### src/rtl/mem_mgr_if.sv
// Byte command/response link between the memory manager and its upstream byte transceiver.
interface mem_mgr_if;
  logic       rx_valid;
  logic [7:0] rx_data;
  logic       rx_ready;
  logic       tx_valid;
  logic [7:0] tx_data;
  logic       tx_ready;

  modport master (
    output rx_valid, rx_data, tx_ready,
    input  rx_ready, tx_valid, tx_data
  );

  modport slave (
    input  rx_valid, rx_data, tx_ready,
    output rx_ready, tx_valid, tx_data
  );
endinterface

### src/rtl/mem_mgr.sv
// Owns the core run/halt state; while halted it loads/peeks memory and dumps registers over a byte link.
// Manager outputs are registered (LOAD write 1 cycle after handshake, READ reply 3 cycles); tx holds until accepted.
module mem_mgr #(
  parameter int MABL = 19
) (
  input  logic            clk,
  input  logic            rst,
  mem_mgr_if.slave        link,
  output logic            state,
  input  logic            cede,
  input  logic            core_we,
  input  logic [7:0]      core_wd,
  input  logic [MABL-1:0] core_ad,
  output logic [7:0]      core_rd,
  output logic            mem_we,
  output logic [7:0]      mem_wd,
  output logic [MABL-1:0] mem_ad,
  input  logic [7:0]      mem_rd,
  output logic [4:0]      memmgr_ra1,
  input  logic [31:0]     rf_rd1
);

  typedef enum logic [3:0] {
    S_IDLE, S_LEN, S_LOAD, S_ADDR, S_RDWAIT, S_RUN, S_DUMP, S_TX, S_ACK
  } fsm_t;

  localparam logic [MABL-1:0] PTR_ONE = MABL'(1);

  fsm_t            fsm_q, fsm_d;
  logic            run_q, run_d;
  logic            tx_vld_q, tx_vld_d;
  logic [7:0]      tx_dat_q, tx_dat_d;
  logic            we_q, we_d;
  logic [7:0]      wd_q, wd_d;
  logic [MABL-1:0] ad_q, ad_d;
  logic [MABL-1:0] ptr_q, ptr_d;
  logic [4:0]      ra_q, ra_d;
  logic [1:0]      cnt_q, cnt_d;
  logic [23:0]     sh_q, sh_d;
  logic [23:0]     rem_q, rem_d;
  logic [23:0]     word_q, word_d;
  logic            rd_ph_q, rd_ph_d;
  logic            dumping_q, dumping_d;

  logic            rx_fire;
  logic            tx_fire;
  logic [23:0]     sh_nxt;

  assign rx_fire = link.rx_valid & link.rx_ready;
  assign tx_fire = tx_vld_q & link.tx_ready;
  assign sh_nxt  = {sh_q[15:0], link.rx_data};

  assign link.rx_ready = (fsm_q == S_IDLE) || (fsm_q == S_LEN) ||
                         (fsm_q == S_ADDR) || (fsm_q == S_LOAD);
  assign link.tx_valid = tx_vld_q;
  assign link.tx_data  = tx_dat_q;

  assign state      = run_q;
  assign memmgr_ra1 = ra_q;
  assign core_rd    = mem_rd;
  // Mux follows the registered run bit, so it switches in the same cycle state does.
  assign mem_we = run_q ? core_we : we_q;
  assign mem_wd = run_q ? core_wd : wd_q;
  assign mem_ad = run_q ? core_ad : ad_q;

  always_ff @(posedge clk or posedge rst) begin
    if (rst) begin
      fsm_q     <= S_IDLE;
      run_q     <= 1'b0;
      tx_vld_q  <= 1'b0;
      tx_dat_q  <= '0;
      we_q      <= 1'b0;
      wd_q      <= '0;
      ad_q      <= '0;
      ptr_q     <= '0;
      ra_q      <= '0;
      cnt_q     <= '0;
      sh_q      <= '0;
      rem_q     <= '0;
      word_q    <= '0;
      rd_ph_q   <= 1'b0;
      dumping_q <= 1'b0;
    end else begin
      fsm_q     <= fsm_d;
      run_q     <= run_d;
      tx_vld_q  <= tx_vld_d;
      tx_dat_q  <= tx_dat_d;
      we_q      <= we_d;
      wd_q      <= wd_d;
      ad_q      <= ad_d;
      ptr_q     <= ptr_d;
      ra_q      <= ra_d;
      cnt_q     <= cnt_d;
      sh_q      <= sh_d;
      rem_q     <= rem_d;
      word_q    <= word_d;
      rd_ph_q   <= rd_ph_d;
      dumping_q <= dumping_d;
    end
  end

  always_comb begin
    fsm_d     = fsm_q;
    run_d     = run_q;
    tx_vld_d  = tx_vld_q;
    tx_dat_d  = tx_dat_q;
    we_d      = 1'b0;
    wd_d      = wd_q;
    ad_d      = ad_q;
    ptr_d     = ptr_q;
    ra_d      = ra_q;
    cnt_d     = cnt_q;
    sh_d      = sh_q;
    rem_d     = rem_q;
    word_d    = word_q;
    rd_ph_d   = rd_ph_q;
    dumping_d = dumping_q;

    unique case (fsm_q)
      S_IDLE: begin
        if (rx_fire) begin
          cnt_d = 2'd0;
          case (link.rx_data)
            8'h01: fsm_d = S_LEN;
            8'h02: begin
              fsm_d = S_RUN;
              run_d = 1'b1;
            end
            8'h03: begin
              fsm_d     = S_DUMP;
              ra_d      = 5'd0;
              dumping_d = 1'b1;
            end
            8'h04: fsm_d = S_ADDR;
            default: begin
              fsm_d    = S_ACK;
              tx_vld_d = 1'b1;
              tx_dat_d = 8'h3F;
            end
          endcase
        end
      end
      S_LEN: begin
        if (rx_fire) begin
          sh_d  = sh_nxt;
          cnt_d = cnt_q + 2'd1;
          if (cnt_q == 2'd2) begin
            ptr_d = '0;
            rem_d = sh_nxt;
            if (sh_nxt == 24'd0) begin
              fsm_d    = S_ACK;
              tx_vld_d = 1'b1;
              tx_dat_d = 8'h4B;
            end else begin
              fsm_d = S_LOAD;
            end
          end
        end
      end
      S_LOAD: begin
        if (rx_fire) begin
          we_d  = 1'b1;
          ad_d  = ptr_q;
          wd_d  = link.rx_data;
          ptr_d = ptr_q + PTR_ONE;
          rem_d = rem_q - 24'd1;
          if (rem_q == 24'd1) begin
            fsm_d    = S_ACK;
            tx_vld_d = 1'b1;
            tx_dat_d = 8'h4B;
          end
        end
      end
      S_ADDR: begin
        if (rx_fire) begin
          sh_d  = sh_nxt;
          cnt_d = cnt_q + 2'd1;
          if (cnt_q == 2'd2) begin
            ad_d      = sh_nxt[MABL-1:0];
            rd_ph_d   = 1'b0;
            dumping_d = 1'b0;
            fsm_d     = S_RDWAIT;
          end
        end
      end
      S_RDWAIT: begin
        // First cycle presents the address, second captures the synchronous read data.
        if (!rd_ph_q) begin
          rd_ph_d = 1'b1;
        end else begin
          tx_dat_d = mem_rd;
          tx_vld_d = 1'b1;
          fsm_d    = S_TX;
        end
      end
      S_RUN: begin
        if (cede) begin
          run_d    = 1'b0;
          tx_dat_d = 8'h48;
          fsm_d    = S_ACK;
        end
      end
      S_DUMP: begin
        word_d   = rf_rd1[31:8];
        tx_dat_d = rf_rd1[7:0];
        tx_vld_d = 1'b1;
        cnt_d    = 2'd0;
        fsm_d    = S_TX;
      end
      S_TX: begin
        if (tx_fire) begin
          if (!dumping_q) begin
            tx_vld_d = 1'b0;
            fsm_d    = S_IDLE;
          end else if (cnt_q != 2'd3) begin
            cnt_d    = cnt_q + 2'd1;
            tx_dat_d = word_q[7:0];
            word_d   = {8'h00, word_q[23:8]};
          end else if (ra_q == 5'd31) begin
            dumping_d = 1'b0;
            tx_dat_d  = 8'h4B;
            fsm_d     = S_ACK;
          end else begin
            ra_d     = ra_q + 5'd1;
            tx_vld_d = 1'b0;
            fsm_d    = S_DUMP;
          end
        end
      end
      S_ACK: begin
        // Entered from RUN with valid low: the halt ack is presented one cycle after state falls.
        if (!tx_vld_q) begin
          tx_vld_d = 1'b1;
        end else if (tx_fire) begin
          tx_vld_d = 1'b0;
          fsm_d    = S_IDLE;
        end
      end
      default: fsm_d = S_IDLE;
    endcase
  end

endmodule

### src/flat_wrapper.sv
// flat-port wrapper written by rule: the top's interface ports become plain ports
module mem_mgr_flat 
#(
  parameter int MABL = 19
)
  (clk, rst, state, cede, core_we, core_wd, core_ad, core_rd, mem_we, mem_wd, mem_ad, mem_rd, memmgr_ra1, rf_rd1, link_rx_valid, link_rx_data, link_tx_ready, link_rx_ready, link_tx_valid, link_tx_data);
  mem_mgr_if link_i ();
  input  logic clk;
  input  logic rst;
  output logic state;
  input  logic cede;
  input  logic core_we;
  input  logic [7:0] core_wd;
  input  logic [MABL-1:0] core_ad;
  output logic [7:0] core_rd;
  output logic mem_we;
  output logic [7:0] mem_wd;
  output logic [MABL-1:0] mem_ad;
  input  logic [7:0] mem_rd;
  output logic [4:0] memmgr_ra1;
  input  logic [31:0] rf_rd1;
  input wire logic [$bits(link_i.rx_valid)-1:0] link_rx_valid;
  input wire logic [$bits(link_i.rx_data)-1:0] link_rx_data;
  input wire logic [$bits(link_i.tx_ready)-1:0] link_tx_ready;
  output wire logic [$bits(link_i.rx_ready)-1:0] link_rx_ready;
  output wire logic [$bits(link_i.tx_valid)-1:0] link_tx_valid;
  output wire logic [$bits(link_i.tx_data)-1:0] link_tx_data;
  assign link_i.rx_valid = link_rx_valid;
  assign link_i.rx_data = link_rx_data;
  assign link_i.tx_ready = link_tx_ready;
  assign link_rx_ready = link_i.rx_ready;
  assign link_tx_valid = link_i.tx_valid;
  assign link_tx_data = link_i.tx_data;
  mem_mgr #(.MABL(MABL)) u_core (.clk(clk), .rst(rst), .link(link_i), .state(state), .cede(cede), .core_we(core_we), .core_wd(core_wd), .core_ad(core_ad), .core_rd(core_rd), .mem_we(mem_we), .mem_wd(mem_wd), .mem_ad(mem_ad), .mem_rd(mem_rd), .memmgr_ra1(memmgr_ra1), .rf_rd1(rf_rd1));
endmodule
### config.mk
export PLATFORM = sky130hd
export DESIGN_NAME = mem_mgr_flat
export DESIGN_NICKNAME = d
export VERILOG_FILES = /design/src/rtl/mem_mgr_if.sv /design/src/rtl/mem_mgr.sv /design/src/flat_wrapper.sv
export SDC_FILE = /design/constraint.sdc
export NUM_CORES = 1
export LEC_CHECK = 0
export CORE_MARGIN = 2
export CORE_UTILIZATION = 40
export CTS_BUF_LIST = sky130_fd_sc_hd__clkbuf_4 sky130_fd_sc_hd__clkbuf_8
export DETAILED_ROUTE_END_ITERATION = 16
export PLACE_DENSITY = 0.71
export SLEW_MARGIN = 30
export SYNTH_ARGS = -nofsm -noshare
export SYNTH_HDL_FRONTEND = slang
export SYNTH_SLANG_ARGS = --single-unit
### constraint.sdc
create_clock -name clk -period 8.2 [get_ports clk]
set_clock_uncertainty 0.2 [all_clocks]
set_input_delay 2.05 -clock clk [delete_from_list [all_inputs] [get_ports clk]]
set_output_delay 2.05 -clock clk [all_outputs]
set_load 0.01 [all_outputs]
**After elaboration in Yosys (flattened, before gate mapping)**

Index checks and enable logic that the tools add are counted.

- Add/subtract/negate cells: 4
- Multipliers: 0
- Divide/modulo/power cells: 0
- Order comparisons: 0
- Eq/ne operators: 40
- Shift-type cells: 0
- Muxes and demuxes: 95
- Bitwise gates (word level): 2
- Reductions and logical operators: 30

Operator list:

| cell | number |
|---|---|
| two-way mux 24 bit | 6 |
| two-way mux 19 bit | 7 |
| two-way mux 8 bit | 14 |
| one-hot mux 24 bit (2 select lines) | 2 |
| one-hot mux 19 bit (2 select lines) | 2 |
| two-way mux 4 bit | 16 |
| one-hot mux 8 bit (7 select lines) | 1 |
| one-hot mux 4 bit (9 select lines) | 1 |
| two-way mux 5 bit | 6 |
| two-way mux 1 bit | 28 |
| AND reduction 13 bit | 2 |
| equality test 24 x 1 -> 1 bit, second input constant | 1 |
| logical NOT 24 bit | 1 |
| subtractor 24 x 1 -> 24 bit, second input constant | 1 |
| != test 2 x 1 -> 1 bit, second input constant | 11 |
| != test 2 bit, second input constant | 11 |
| adder 19 x 1 -> 19 bit, second input constant | 1 |
| equality test 4 x 3 -> 1 bit, second input constant | 4 |
| equality test 8 x 2 -> 1 bit, second input constant | 2 |
| one-hot mux 4 bit (4 select lines) | 1 |
| AND reduction 4 bit | 4 |
| nonzero test 7 bit | 2 |
| AND reduction 12 bit | 1 |
| AND reduction 6 bit | 2 |
| 28 further kinds | 44 |

- Register bits after elaboration: 134
- Bits in latches: 0
- RAM bits: 0
- Memory bits (read-only): 0
- Bits of input ports: 81
- Output and inout bits: 52
- Logic and storage cells: 186
- Memories kept: 0

**Longest topological paths before layout**

Gate-level depths: netlist (run 1).

- Depth in word-level cells: 7
- Depth in mapped cells: 8

**Worst setup path before layout (run 1)**

OpenSTA, ideal clock, no wires.

- Path type: input -> output
- Start: input port core_ad[0]
- End: output port mem_ad[0]
- Arrival time: 2.325 ns
- Required time: 5.950 ns
- Setup slack: 3.625 ns
- Cell stages on the path: 1
- Buffers on the path: 0
- Cell sequence: mux2_2

- Longest elaborated chain between the ends: 1

Ends and longest elaborated chain:

| item | line | RTL |
|---|---|---|
| from (decl) | flat_wrapper.sv:14 | `input logic [MABL-1:0] core_ad;` |
| two-way mux 19 bit | mem_mgr.sv:64 | `assign mem_ad = run_q ? core_ad : ad_q;` |
| to (decl) | flat_wrapper.sv:18 | `output logic [MABL-1:0] mem_ad;` |

Every way passes these cells.

**Worst setup path in the final report (run 1)**

- Start: input port core_ad[1]
- End: output port mem_ad[1]

The elaborated chain is that of the path after synthesis.

==> results.cfg, run 1 <==
[floorplan]
row_count = 50
dieHeight_um = 141.3
io_pins = 133
start_util_pct = 40.61
dieArea_sq_um = 19980
core_area_sq_um = 18580
die_width_um = 141.3

[min_path]
min_from = u_core.word_q[19]$_DFFE_PP0P_
hold_path_depth = 2
hold_class = flop to flop
min_to = u_core.word_q[19]$_DFFE_PP0P_

[grt]
grt_pass1_wl_um = 33010
grt_pass1_vias = 6398
antenna_found_initial = 0
track_usage_pct = 20.57
grt_max_degree = 75
grt-ovfl-total = 0

[routing]
vias_per_cell = 5.641
first_pass_iters = 5
drtAntennaViolNets = 0
dr_total_vias = 6577
drc = 0
wl_per_cell_um = 17.39
drtIter0Drc = 498
drt-total-wl_um = 20280

[logic_synthesis]
yosysTopAreaCell = dfrtp_1
synth-compound-area-share_pct = 16.17
synth.distinct_cells = 67
synth_flop_cell = dfrtp_1
yosys-top-cells-area = dfrtp_1 44%, mux2_2 9.9%, nand2_1 5.7%, o21ai_0 4.7%, nor2_1 3.5%
synth_edf_count = 0
synth_mux_area_share_pct = 12.77
synthAdderAreaFrac_pct = 1.327
synth-simple-area-share_pct = 18.89
yosys_warnings = 0
synth_top_family_by_area = simple AND/OR/NAND/NOR gates
synth_xor_area_share_pct = 2.090
synth_area_per_cell_sq_um = 9.212
ys_ff_latch = 134
netlist.area_leader.share_pct = 44.44
synth_fp_nets = 908
syn_inst = 819
yosysSeqAreaShare_pct = 44.44
netlist_area_sq_um = 7545
ys_async_sr_fraction_pct = 100.0

[finish]
fillCellCount = 1745
antenna_cells = 0
syn_to_final_growth_pct = 25.56
fin_nets = 1008
drive_above_1_share_pct = 13.63

[setup_path]
r2r_slack_ps = 4810
critPathMaxFanout = 1
startpoint_type = input port
required_ps = 5950
cp-end-kind = output port
crit_path_start = core_ad[1]
worstPathArrival_ps = 3220
worstSetupPathType = input port to output port
worst-r2r-cell-count = 5
r2r_start = u_core.fsm_q[2]$_DFFE_PP0P_
worstReg2RegEnd = u_core.fsm_q[2]$_DFFE_PP0P_

[sta]
fin_ws_ps = 2728
finalHoldViolCount = 0
relSlewSlack_pct = 37.46
rsz0062_at_grt = false
min_period_ps = 5472
tns_ps = 0
max_freq_mhz = 182.7
tightest_slew_ps = 937.4
finalSetupViolations = 0
timing.final.crit_share_pct = 66.73
final_max_slew_viol_count = 0

[clock_network]
cts_tree = yes
cts_sinks = 134
clock_latency_ps = 460
ctsRootBufferMaster = clkbuf_8
cts_hold_buf = 0
htree_levels = 4
postCtsSetupRepairBufs = 0
numCtsBuffers = 17
clock_path_buffers = 2
clk_pin_slew_ps = 70
post_cts_resized = 0

[power]
powerDensity_nw_per_um2 = 294.2
p_leak_nw = 3.971
ir_drop_v = 0.0001593

[place]
dpl.hpwl_um = 14130
place.gp.congestion = 0.8316
pre_cts_ws_ps = 2727
numPortBuffers = 132

[status]
outcome = finished clean

[job]
maxCapViolCount = 0
==> Yosys cell counts, drive strengths merged (16+ instances only) <==
cell	n
clkbuf	49
a31oi	17
dfrtp	134
o21ai	71
nor2	70
inv	16
nor3	20
mux2	66
nand2	114
mux2i	22
nand3	23
a21oi	41
==> flip-flops by register name, summed over array words and instances, names as in the netlist <==
signal	cells
u_core.word_q	24
u_core.wd_q	8
u_core.dumping_q	1
u_core.state	1
u_core.sh_q	16
u_core.cnt_q	2
u_core.rd_ph_q	1
u_core.we_q	1
u_core.link.tx_data	8
u_core.fsm_q	4
u_core.link.tx_valid	1
u_core.ptr_q	19
u_core.rem_q	24
u_core.memmgr_ra1	5
u_core.ad_q	19
==> area by class of cell <==
class	count	area, sq um	area share, %
multi-input combinational	607	3905	41.22
sequential	134	3354	35.41
timing repair buffer	143	1408	14.86
tap	234	292.8	3.091
clock buffer	19	255.2	2.694
clock inverter	13	195.2	2.060
inverter	16	62.56	0.6604
==> layout by cell type (no fill, tap or decap), types with 4 or more instances in the layout <==
| master | Yosys | final |
|---|---|---|
| inv_1 | 16 | 15 |
| nor2b_1 | 6 | 6 |
| a41oi_1 | 4 | 4 |
| clkbuf_8 | 0 | 18 |
| ha_1 | 8 | 8 |
| a21o_1 | 4 | 4 |
| xnor2_1 | 9 | 9 |
| xor2_1 | 9 | 9 |
| nor2_1 | 70 | 70 |
| dfrtp_1 | 134 | 133 |
| nand2b_1 | 4 | 4 |
| nor4_1 | 14 | 13 |
| mux2_2 | 66 | 66 |
| o32ai_1 | 5 | 5 |
| a21oi_1 | 41 | 41 |
| nor3_1 | 20 | 19 |
| nor3b_1 | 5 | 5 |
| a31oi_1 | 17 | 17 |
| or3_1 | 4 | 4 |
| o2bb2ai_1 | 6 | 6 |
| o31ai_1 | 4 | 4 |
| nand4_1 | 8 | 8 |
| mux2i_1 | 22 | 22 |
| and3_1 | 6 | 6 |
| a22oi_1 | 7 | 7 |
| nand2_1 | 114 | 113 |
| o21ai_0 | 71 | 71 |
| nand3_1 | 23 | 23 |
| bufinv_16 | 0 | 4 |
| buf_4 | 8 | 10 |
| clkdlybuf4s50_1 | 0 | 132 |
==> critical path, stage by stage <==
cell and delay (ps):
clkdlybuf4s50_1 420, mux2_2 270, clkdlybuf4s50_1 470
==> through the flow <==
stage | util [%] | total power [mW] | area [sq um] | std cells | hold WS (ps)
6_report | 50.98 | 2.787 | 9473 | 1166 | 271.7
5_1_grt | 50.98 | 2.964 | 9473 | 1166 | 300.9
4_1_cts | 50.85 | 2.789 | 9448 | 1166 | 277.1
3_5_place_dp | 48.42 | 2.160 | 8997 | 1134 | 260.1
3_3_place_gp | 48.42 | 2.128 | 8996 | 1134 | 250.3
2_1_floorplan | - | 1.751 | 7545 | 819 | 238.6
==> logic make-up (layout without fill, tap and decap cells) <==
| group | after synthesis | count (layout) |
|---|---|---|
| multiplexers | 88 | 88 |
| buffers and inverters | 78 | 191 |
| flip-flops | 134 | 134 |
| adder cells (fa/ha/maj) | 8 | 8 |
| AND/OR/NAND/NOR | 298 | 298 |
| AO/OA/AOI/OAI | 195 | 195 |
| XOR/XNOR | 18 | 18 |
==> worst max path at each step <==
| stage | endpoint | cells past startpoint |
|---|---|---|
| floorplan | u_core.ad_q[0]$_DFFE_PP0P_ | 1 |
| global placement | mem_ad[1] | 3 |
| detailed placement | mem_ad[1] | 3 |
| CTS | mem_ad[1] | 3 |
| global route | mem_ad[1] | 3 |
| finish | mem_ad[1] | 3 |
==> metal layers <==
layer	share of wire [%]	up-vias	global-route usage (%)
met5	0	-	0
met4	1.2	0	4.789
met1	44	3142	26.93
met2	48	258	34.70
li1	-	3153	-
met3	7.0	24	4.894
==> power by group <==
group | internal [mW] | switching, mW | total, mW
combinational | 0.527 | 0.512 | 1.04
sequential | 0.877 | 0.245 | 1.12
clock | 0.347 | 0.279 | 0.626
total | 1.75 | 1.04 | 2.79
Power figures use the tool's default switching activity.
==> inputs of run 2 (changes only) <==
==> constraint.sdc (replaced) <==
create_clock -name clk -period 5.1 [get_ports clk]
set_clock_uncertainty 0.2 [all_clocks]
set_input_delay 1.275 -clock clk [delete_from_list [all_inputs] [get_ports clk]]
set_output_delay 1.275 -clock clk [all_outputs]
set_load 0.01 [all_outputs]
==> results.cfg, run 2 (synthesized netlist as in run 1, its figures left out) <==
[sta]
tns_ps = 0
rsz0062_at_grt = false
whs_ps = 273.1
tightest_slew_ps = 943.3
relSlewSlack_pct = 37.07
min_period_ps = 3914
timing.final.crit_share_pct = 76.75
max_freq_mhz = 255.5
finalSetupViolations = 0
final_max_slew_viol_count = 0
fin_ws_ps = 1186
finalHoldViolCount = 0

[finish]
final_common_cell = dfrtp_1
fin_nets = 1013
drive_above_1_share_pct = 13.87
reg_top3 = u_core.rem_q (24), u_core.word_q (24)
final_cell_area_sq_um = 9543
antenna_cells = 0
final_util_pct = 51.36
syn_to_final_growth_pct = 26.48
final_cell_mix = 133 x dfrtp_1, 132 x clkdlybuf4s50_1, 114 x nand2_1

[clock_network]
postCtsSetupRepairBufs = 0
ctsRootBufferMaster = clkbuf_8
cts_tree = yes
htree_levels = 4
clock_path_buffers = 2
numCtsBuffers = 17
cts_hold_buf = 0
clk_pin_slew_ps = 80
clock_latency_ps = 450
post_cts_resized = 0
cts_sinks = 134

[setup_path]
cp-end-kind = output port
worstPathArrival_ps = 2440
required_ps = 3620
startpoint_type = input port
critPathMaxFanout = 1
worstSetupPathType = input port to output port

[floorplan]
row_count = 50
io_pins = 133
dieArea_sq_um = 19980
dieHeight_um = 141.3
start_util_pct = 40.61
die_width_um = 141.3
core_area_sq_um = 18580

[routing]
wl_per_cell_um = 17.51
drtIter0Drc = 579
drc = 0
drt-total-wl_um = 20500
vias_per_cell = 5.654
dr_total_vias = 6621
drtAntennaViolNets = 0
first_pass_iters = 5

[status]
outcome = finished clean

[place]
place_area_sq_um = 9047
dpl.hpwl_um = 14500
numPortBuffers = 132
pre_cts_ws_ps = 810.7
place.gp.congestion = 0.8600

[grt]
antenna_found_initial = 0
grt_max_degree = 81
grt_pass1_vias = 6365
grt-ovfl-total = 0
grt_pass1_wl_um = 32950
track_usage_pct = 20.75

[power]
powerDensity_nw_per_um2 = 481.4
p_leak_nw = 4.028
ir_drop_v = 0.0002196

[min_path]
hold_class = flop to flop

[job]
maxCapViolCount = 0
==> run 2: changes by cell type in the layout (fill, tap and decap cells not counted), sizes merged <==
cell	delta
buf	+5
bufinv	+2
clkbuf	+2
clkinvlp	-2
clkinv	-1
inv	-1
==> run 2: per-stage QoR <==
| step | power [mW] | instances |
|---|---|---|
| finish | 4.594 | 1171 |
| global route | 4.885 | 1171 |
| CTS | 4.607 | 1171 |
| detailed placement | 3.500 | 1139 |
| global placement | 3.449 | 1139 |
| floorplan | 2.816 | 819 |
==> run 2: worst max-delay path, stage by stage <==
cell,delay (ps)
clkdlybuf4s50_1,420
mux2_2,270
clkdlybuf4s50_1,480
==> run 2: area by class of cell <==
| cell class | instances | area [sq um] |
|---|---|---|
| fillers | 1709 | 9037 |
| multi-input cells | 607 | 3884 |
| flip-flops and latches | 134 | 3354 |
| repair buffers | 148 | 1454 |
| well taps | 234 | 292.8 |
| clock buffers | 21 | 276.5 |
| clock inverters | 11 | 219.0 |
| inverters | 16 | 62.56 |
==> run 2: path summary, 6_finish.rpt <==
path / cells after the start / to / start / slack, ps
worst max-delay path: 3 / mem_ad[2] / core_ad[2] / 1190
worst min-delay path: 2 / u_core.word_q[17]$_DFFE_PP0P_ / u_core.word_q[17]$_DFFE_PP0P_ / 270
worst max register to register: 6 / u_core.link.tx_data[7]$_DFFE_PP0P_ / u_core.fsm_q[2]$_DFFE_PP0P_ / 1890
worst min register to register: 2 / u_core.word_q[17]$_DFFE_PP0P_ / u_core.word_q[17]$_DFFE_PP0P_ / 270
max in group asynchronous: 3 / u_core.ad_q[17]$_DFFE_PP0P_ / rst / 2710
min in group asynchronous: 2 / u_core.word_q[23]$_DFFE_PP0P_ / rst / 1080
==> run 2: metal layers <==
metal	wire length, um	share of wire, %	up-vias	GRT usage (%)
met2	9710	47	273	34.52
met4	379	1.8	0	5.895
met1	8826	43	3157	27.09
met5	0	0	-	0
li1	-	-	3163	-
met3	1583	7.7	28	5.029
==> run 2: where the power goes <==
group	internal, mW	leakage [nW]	switching [mW]	total [mW]
clock	0.672	0.248	0.434	1.11
combinational	0.855	2.10	0.794	1.65
sequential	1.41	1.68	0.430	1.84
==> inputs of run 3 (changes only) <==
--- a/config.mk
+++ b/config.mk
@@ -9,7 +9,7 @@
 export CORE_UTILIZATION = 40
 export CTS_BUF_LIST = sky130_fd_sc_hd__clkbuf_4 sky130_fd_sc_hd__clkbuf_8
 export DETAILED_ROUTE_END_ITERATION = 16
-export PLACE_DENSITY = 0.71
+export PLACE_DENSITY = 0.74
 export SLEW_MARGIN = 30
 export SYNTH_ARGS = -nofsm -noshare
 export SYNTH_HDL_FRONTEND = slang
==> constraint.sdc (replaced) <==
create_clock -name clk -period 3.3 [get_ports clk]
set_clock_uncertainty 0.2 [all_clocks]
set_input_delay 0.825 -clock clk [delete_from_list [all_inputs] [get_ports clk]]
set_output_delay 0.825 -clock clk [all_outputs]
set_load 0.01 [all_outputs]
==> results.cfg, run 3 (synthesized netlist as in run 1, its figures left out) <==
[routing]
drtIter0Drc = 646
drt-total-wl_um = 20670
wl_per_cell_um = 17.21
dr_total_vias = 6822
vias_per_cell = 5.680
drtAntennaViolNets = 0
drc = 0
first_pass_iters = 5

[sta]
max_freq_mhz = 320.5
relSlewSlack_pct = 49.06
final_max_slew_viol_count = 0
tns_ps = 0
tightest_slew_ps = 764.1
fin_ws_ps = 180.1
timing.final.crit_share_pct = 94.54
finalHoldViolCount = 0
finalSetupViolations = 0
min_period_ps = 3120
rsz0062_at_grt = false

[clock_network]
htree_levels = 4
cts_sinks = 134
clock_path_buffers = 2
clock_latency_ps = 450
numCtsBuffers = 17
postCtsSetupRepairBufs = 0
post_cts_resized = 0
cts_tree = yes
ctsRootBufferMaster = clkbuf_8
cts_hold_buf = 0
clk_pin_slew_ps = 80

[power]
sequentialPowerShare_pct = 39.0
clkPwrFrac_pct = 21.8
powerDensity_nw_per_um2 = 724.7
ir_drop_v = 0.0002895
switchingPower_mw = 2.626
p_sw_share_pct = 37.13
intPower_mw = 4.447
p_comb_share_pct = 39.2
p_leak_nw = 4.154

[setup_path]
worstPathArrival_ps = 3250
worstReg2RegEnd = u_core.link.tx_data[6]$_DFFE_PP0P_
cp-end-kind = flop
startpoint_type = input port
required_ps = 3430
r2r_slack_ps = 510
critPathMaxFanout = 8
r2r_start = u_core.fsm_q[0]$_DFFE_PP0P_
worstSetupPathType = input port to flop
worst-r2r-cell-count = 7

[grt]
track_usage_pct = 21.02
grt_pass1_wl_um = 33710
grt-ovfl-total = 0
antenna_found_initial = 0
grt_pass1_vias = 6656
grt_max_degree = 59

[finish]
layoutNonFillerInstCount = 1201
fillCellCount = 1683
syn_to_final_growth_pct = 29.37
fin_nets = 1043
antenna_cells = 0
final_common_cell = dfrtp_1
final_cell_mix = 134 x dfrtp_1, 132 x clkdlybuf4s50_1, 114 x nand2_1
final_cell_area_sq_um = 9761
reg_top3 = u_core.rem_q (24), u_core.word_q (24)
seq_area_sq_um = 3353
multiInputGateArea_sq_um = 3884
drive_above_1_share_pct = 16.44

[place]
dpl.hpwl_um = 15010
place.gp.congestion = 0.8418
pre_cts_ws_ps = -257.4
placed_cells = 1169
place_area_sq_um = 9310
numPortBuffers = 132

[floorplan]
dieHeight_um = 141.3
dieArea_sq_um = 19980
die_width_um = 141.3
start_util_pct = 40.61
io_pins = 133
row_count = 50
core_area_sq_um = 18580

[job]
maxCapViolCount = 0

[min_path]
min_to = u_core.word_q[17]$_DFFE_PP0P_
min_from = u_core.word_q[17]$_DFFE_PP0P_
hold_path_depth = 2
hold_class = flop to flop

[status]
outcome = finished clean
-- run 3: worst max-delay path, cell delays in order --
cell and delay [ps]:
clkdlybuf4s50_1 440, or4_4 600, or2_0 250, o31a_1 360
nor4_4 210, buf_4 220, mux2_2 340
-- run 3: worst max-delay path by stage --
| stage | depth (start not counted) | start | endpoint |
|---|---|---|---|
| global placement | 7 | link_rx_data[6] | u_core.link.tx_data[2]$_DFFE_PP0P_ |
| detailed placement | 7 | link_rx_data[6] | u_core.link.tx_data[7]$_DFFE_PP0P_ |
| CTS | 2 | u_core.fsm_q[2]$_DFFE_PP0P_ | link_rx_ready |
| finish | 7 | link_rx_data[6] | u_core.link.tx_data[6]$_DFFE_PP0P_ |
| floorplan | 5 | link_rx_data[6] | u_core.link.tx_data[0]$_DFFE_PP0P_ |
| global route | 2 | u_core.fsm_q[2]$_DFFE_PP0P_ | link_rx_ready |
-- run 3: area by class of cell --
class | instances | share of cell area, %
well taps | 234 | 3.000
inverters | 16 | 0.6538
flip-flops and latches | 134 | 34.35
clock inverters | 15 | 2.218
repair buffers | 178 | 17.59
clock buffers | 17 | 2.397
multi-input cells | 607 | 39.79
-- run 3: stage by stage --
stage | hold WS, ps | total power, mW | util [%]
after floorplan | 238.6 | 4.352 | -
after global placement | 250.1 | 5.436 | 50.11
after detailed placement | 256.4 | 5.528 | 50.11
after CTS | 275.0 | 7.085 | 52.53
after global routing | 292.8 | 7.527 | 52.53
final | 272.4 | 7.074 | 52.53
-- run 3: per-layer routing --
layer | track usage, % | wire length [um]
met4 | 6.737 | 430
met3 | 4.725 | 1575
met2 | 34.72 | 9860
met5 | 0 | 0
met1 | 27.59 | 8804
-- run 3: power groups by stage --
stage                     clock, mW  sequential [mW]  combinational (mW)
after CTS                      1.57             2.74                2.78
after global routing           1.64             2.82                3.06
after floorplan                   0             2.54                1.81
after detailed placement          0             2.77                2.76
after global placement            0             2.74                2.69
final                          1.55             2.76                2.77
